==> config.mk <==
export PLATFORM = sky130hd
export DESIGN_NAME = sm_serial_subtractor
export DESIGN_NICKNAME = d
export VERILOG_FILES = /design/src/rtl/sm_serial_subtractor.sv
export SDC_FILE = /design/constraint.sdc
export NUM_CORES = 1
export LEC_CHECK = 0
export BUFFER_PORTS_ARGS = -buffer_cell sky130_fd_sc_hd__buf_2
export CAP_MARGIN = 20
export CORE_MARGIN = 3
export CORE_UTILIZATION = 34
export CTS_CLUSTER_SIZE = 30
export DETAILED_ROUTE_END_ITERATION = 6
export PLACE_DENSITY = 0.53
export SYNTH_ARGS = -nofsm -noshare
export SYNTH_HDL_FRONTEND = slang
export SYNTH_SLANG_ARGS = --single-unit
==> constraint.sdc <==
create_clock -name clk -period 6.45 [get_ports clk]
set_clock_uncertainty 0.2 [all_clocks]
set_input_delay 0 -clock clk [delete_from_list [all_inputs] [get_ports clk]]
set_output_delay 0 -clock clk [all_outputs]
set_load 0.02 [all_outputs]
==> src/rtl/sm_serial_subtractor.sv <==
// ============================================================================
//  Module      : sm_serial_subtractor
//  Description : Multi-cycle sign-magnitude subtractor, out = a - b.
//                Magnitudes are combined bit-serially (LSB first) with a
//                single full adder/subtractor and a carry/borrow flop.
//                Valid/ready handshake on operand and result sides.
//  Options     : SM_SUB_SAT_EN - saturate the magnitude on overflow instead
//                of wrapping it modulo 2^(SIZE-1).
//  Revision    : 1.0 - initial release
// ============================================================================
`default_nettype none

module sm_serial_subtractor #(
    parameter int SIZE = 16
) (
    input  logic            clk,
    input  logic            rst,
    input  logic            in_valid,
    output logic            in_ready,
    input  logic [SIZE-1:0] a,
    input  logic [SIZE-1:0] b,
    output logic            out_valid,
    input  logic            out_ready,
    output logic [SIZE-1:0] out,
    output logic            ovf
);

    localparam int              c_MW   = SIZE - 1;
    localparam int              c_CW   = $clog2(SIZE);
    localparam logic [c_CW-1:0] c_LAST = c_CW'(SIZE - 2);

    typedef enum logic [1:0] {
        S_IDLE  = 2'd0,
        S_CMP   = 2'd1,
        S_SHIFT = 2'd2,
        S_DONE  = 2'd3
    } state_t;

    state_t            r_state;
    state_t            w_next;

    logic [SIZE-1:0]   r_a;        // latched minuend
    logic [SIZE-1:0]   r_b;        // latched subtrahend with sign flipped
    logic [c_MW-1:0]   r_max;      // larger magnitude; result shifts in at MSB
    logic [c_MW-1:0]   r_min;      // smaller magnitude
    logic              r_sign;
    logic              r_op_add;
    logic              r_cy;       // carry (add) or borrow (subtract)
    logic [c_CW-1:0]   r_cnt;
    logic [SIZE-1:0]   r_out;
    logic              r_ovf;

    logic [c_MW-1:0]   w_mag_a;
    logic [c_MW-1:0]   w_mag_b;
    logic              w_x;
    logic              w_y;
    logic              w_bit;
    logic              w_cy_next;
    logic [c_MW-1:0]   w_mag_res;
    logic [c_MW-1:0]   w_mag_fin;
    logic              w_ovf;
    logic              w_sign_fin;

    assign out = r_out;
    assign ovf = r_ovf;

    // State register
    always_ff @(posedge clk) begin
        if (rst) begin
            r_state <= S_IDLE;
        end else begin
            r_state <= w_next;
        end
    end

    // Next-state logic and handshake outputs
    always_comb begin
        w_next    = r_state;
        in_ready  = 1'b0;
        out_valid = 1'b0;
        case (r_state)
            S_IDLE: begin
                in_ready = 1'b1;
                if (in_valid) begin
                    w_next = S_CMP;
                end
            end
            S_CMP: begin
                w_next = S_SHIFT;
            end
            S_SHIFT: begin
                if (r_cnt == c_LAST) begin
                    w_next = S_DONE;
                end
            end
            S_DONE: begin
                out_valid = 1'b1;
                if (out_ready) begin
                    w_next = S_IDLE;
                end
            end
            default: begin
                w_next = S_IDLE;
            end
        endcase
    end

    // One serial bit step plus final result shaping
    always_comb begin
        w_mag_a   = r_a[c_MW-1:0];
        w_mag_b   = r_b[c_MW-1:0];
        w_x       = r_max[0];
        w_y       = r_min[0];
        w_bit     = w_x ^ w_y ^ r_cy;
        if (r_op_add) begin
            w_cy_next = (w_x & w_y) | (w_x & r_cy) | (w_y & r_cy);
        end else begin
            w_cy_next = (~w_x & w_y) | (~(w_x ^ w_y) & r_cy);
        end
        w_mag_res = {w_bit, r_max[c_MW-1:1]};
        // Subtraction of a smaller magnitude from a larger one cannot overflow
        w_ovf     = r_op_add & w_cy_next;
`ifdef SM_SUB_SAT_EN
        w_mag_fin = w_ovf ? {c_MW{1'b1}} : w_mag_res;
`else
        w_mag_fin = w_mag_res;
`endif
        // Never emit negative zero
        w_sign_fin = (w_mag_fin == '0) ? 1'b0 : r_sign;
    end

    // Operand capture, serial datapath and registered result
    always_ff @(posedge clk) begin
        if (rst) begin
            r_a      <= '0;
            r_b      <= '0;
            r_max    <= '0;
            r_min    <= '0;
            r_sign   <= 1'b0;
            r_op_add <= 1'b0;
            r_cy     <= 1'b0;
            r_cnt    <= '0;
            r_out    <= '0;
            r_ovf    <= 1'b0;
        end else begin
            case (r_state)
                S_IDLE: begin
                    if (in_valid) begin
                        r_a <= a;
                        r_b <= {~b[SIZE-1], b[SIZE-2:0]};
                    end
                end
                S_CMP: begin
                    if (w_mag_a > w_mag_b) begin
                        r_max  <= w_mag_a;
                        r_min  <= w_mag_b;
                        r_sign <= r_a[SIZE-1];
                    end else begin
                        r_max  <= w_mag_b;
                        r_min  <= w_mag_a;
                        r_sign <= r_b[SIZE-1];
                    end
                    r_op_add <= (r_a[SIZE-1] == r_b[SIZE-1]);
                    r_cy     <= 1'b0;
                    r_cnt    <= '0;
                end
                S_SHIFT: begin
                    r_max <= w_mag_res;
                    r_min <= r_min >> 1;
                    r_cy  <= w_cy_next;
                    r_cnt <= r_cnt + c_CW'(1);
                    if (r_cnt == c_LAST) begin
                        r_out <= {w_sign_fin, w_mag_fin};
                        r_ovf <= w_ovf;
                    end
                end
                default: begin
                end
            endcase
        end
    end

endmodule

`default_nettype wire

==> impl_metrics.toml <==
[timing]
timing.fmax_ghz = 0.307
tightestPinTransition_ps = 1130
timing.final.max_slew_violations = 0
finalSetupViolCount = 0
worst_path_setup_slack_after_routing_ps = 3200
unrepaired_setup_endpoints_after_global_routing = "false"
min_period_ps = 3250
hold_viol = 0
slew_headroom_pct = 24.5
finalCritPeriodShare_pct = 50.4
setup-tns-final_ps = 0

[critical_path]
rr_startpoint = "r_state[0]"
critPathKind = "reg -> reg"
timing.critical_path.arrival_ps = 3320
worst_setup_path_start_kind = "flip-flop"
critical_path.startpoint = "r_state[0]"
required_ps = 6520
critPathCaptureType = "flip-flop"
timing.critical_path.fanout_max = 60

[clock_network]
worst_skew_pair.late_latency_ps = 350
postCtsResizedCells = 0
cts.path.max_buffers = 2
cts_hold_buffers = 34
post_cts_buffers = 0
worst_path_clk_slew_ps = 60
htree_num_levels = 3
cts_num_sinks = 88
cts-root-buf = "clkbuf_16"
clock_tree_from_tritoncts = "yes"
number_of_cts_inserted_buffers = 9

[detailed_routing]
drt_first_pass_iters = 5
route.detailed.drc = 0
vias_per_cell = 5.15
postRouteAntennaNets = 0
detail_route.wirelength_mm = 11.4
dr_total_vias = 4056
drt_first_iter_violations = 279
avgRoutedWirePerCell_um = 14.5

[hold_path]
worst_hold_startpoint = "rst"
worstHoldPathType = "in -> reg"

[finish]
drive_gt1_share_pct = 18.7
fillerInstances = 1305
area_growth_syn_to_layout_pct = 21.2
layout_net_count = 670
n_antenna_cell = 0

[run_status]
outcome = "finished, final reports clean"

[synthesis]
netlist_area_mm2 = 0.00456
fraction_of_the_yosys_area_taken_by_sequential_cells_pct = 38.7
synthXorXnorAreaFrac_pct = 0.192
synthTopCellsByArea = "dfxtp_1 (39%), nand2_1 (10%), o221ai_2 (9.9%), a21oi_1 (9.3%), ha_1 (5.8%)"
post_synth_and_or_nand_nor_area_fraction_pct = 24.2
synth_compound_gate_area_share_pct = 23.1
synth_top_area_share_pct = 38.7
ys_ff_latch = 88
post_synthesis_adder_cell_area_fraction_pct = 6.64
synth_nets = 609
syn-instance-count = 550
synth_warnings = 0
synthesis.area_per_instance_um2 = 8.29
post_synth_num_cell_types = 41
yosys-mux-area-fraction_pct = 0.220
synth_top_family_by_area = "simple AND/OR/NAND/NOR gates"
yosys.area.top_type = "dfxtp_1"

[die]
core-area_mm2 = 0.0129
die_height_um = 122
ioPinCount = 55
floorplan.initialDensity_pct = 35.4
die_area_mm2 = 0.0148
placementRows = 41
chipWidth_um = 122

[power]
irDropWorstVdd_uv = 269
power.internal_mw = 1.20
p_leak_nw = 2.10
switching_power_mw = 0.947
power.density_cell_area_mw_per_mm2 = 389
seq_power_share_pct = 33.9
combinationalPowerShare_pct = 43.2
p_clk_share_pct = 22.9
power.share.switching_pct = 44.0

[global_route]
groute.usage.overall_pct = 16.4
first_global_vias = 3937
number_of_antenna_violations_at_the_first_check_in_global_routing = 0
grt_pass1_wl_mm = 19.4
global_route.overflow_total = 0
grt_start_max_net_pins = 90

[run]
maxCapViolCount = 0

[place]
dpl_worst_slack_ps = 3240
port-buffer-count = 54
globalplace.congestion = 0.784
dp.final_hpwl_mm = 7.66
## stage by stage
step | cell area (um^2) | hold slack, ps | power [mW] | util [%] | cells
after floorplan | 4560 | -104 | 1.51 | - | 550
after global routing | 5520 | 138 | 2.32 | 42.9 | 788
after global placement | 4860 | -10.4 | 1.62 | 37.8 | 736
after CTS | 5490 | 128 | 2.16 | 42.6 | 786
after detailed placement | 4860 | -11.6 | 1.64 | 37.8 | 736
final | 5520 | 122 | 2.15 | 42.9 | 788
## synth_stat cells (all sizes together)
| master | count |
|---|---|
| a211o | 1 |
| a211oi | 7 |
| a21boi | 1 |
| a21oi | 85 |
| a222oi | 1 |
| a31oi | 1 |
| and2 | 2 |
| and3 | 29 |
| and4 | 3 |
| buf | 12 |
| clkbuf | 32 |
| dfxtp | 88 |
| fa | 2 |
| ha | 21 |
| inv | 26 |
| mux2i | 1 |
| nand2 | 126 |
| nand2b | 3 |
| nand3 | 4 |
| nand3b | 1 |
| nand4 | 36 |
| nor2 | 19 |
| nor3 | 4 |
| nor3b | 2 |
| nor4 | 2 |
| nor4b | 1 |
| o2111ai | 1 |
| o211ai | 1 |
| o21ai | 4 |
| o221ai | 30 |
| o22ai | 1 |
| o311a | 1 |
| o31ai | 1 |
| xnor2 | 1 |
## power groups by stage
stage	combinational (mW)	sequential [mW]	clock, mW
finish	0.928	0.730	0.493
global route	1.04	0.745	0.534
CTS	0.918	0.731	0.512
detailed placement	0.895	0.743	0
global placement	0.875	0.741	0
floorplan	0.808	0.700	0
## state kept, by name, indices dropped and copies added (netlist names)
register / flops
r_min: 15
r_cnt: 4
r_sign: 1
r_cy: 1
r_op_add: 1
out: 16
r_b: 16
r_state: 2
r_max: 15
ovf: 1
r_a: 16
## path summary, 6_finish.rpt
kind | depth (start not counted) | slack [ps] | end
max | 7 | 3200 | r_max[6]
min | 2 | 120 | r_op_add
max reg2reg | 7 | 3200 | r_max[6]
min reg2reg | 2 | 250 | out[2]
## cell usage in the layout (no fill, tap or decap), drive strengths merged, types with 7 or more instances in the layout
master / netlist / final
o221ai: 30 / 30
dfxtp: 88 / 88
buf: 12 / 59
nor2: 19 / 19
a21oi: 85 / 85
and3: 29 / 29
nand4: 36 / 36
clkbuf: 32 / 11
nand2: 126 / 126
a211oi: 7 / 7
dlygate4sd3: 0 / 35
ha: 21 / 21
inv: 26 / 26
## critical path, stage by stage (launching register included)
cell and delay (ps):
dfxtp_1 380, inv_1 80, ha_1 850, inv_2 510
nor3_4 270, buf_4 500, nand2_1 200, o221ai_2 170
## cell families after synthesis
| group | Yosys count |
|---|---|
| AOI/OAI and AO/OA | 135 |
| xor gates and xnor gates | 1 |
| adders and majority gates | 23 |
| buffers and inverters | 70 |
| DFF | 88 |
| muxes | 1 |
| and+or+nand+nor | 232 |
## per-layer routing
layer	share of wire (%)	wire length [um]	track usage, %
met5	0	0	0
met2	44	5060	24.6
met3	4.8	550	4.41
met1	50	5700	22.8
met4	1.1	131	5.25
## area by class of cell
cell class / count / area (um^2) / area share [%]
multi-input cells: 392 / 2480 / 45.0
flip-flops and latches: 88 / 1760 / 31.9
repair buffers: 94 / 681 / 12.3
clock buffers: 11 / 253 / 4.58
well taps: 172 / 215 / 3.90
inverters: 26 / 97.6 / 1.77
clock inverters: 5 / 31.3 / 0.566
(Power assumes the default switching activity.)
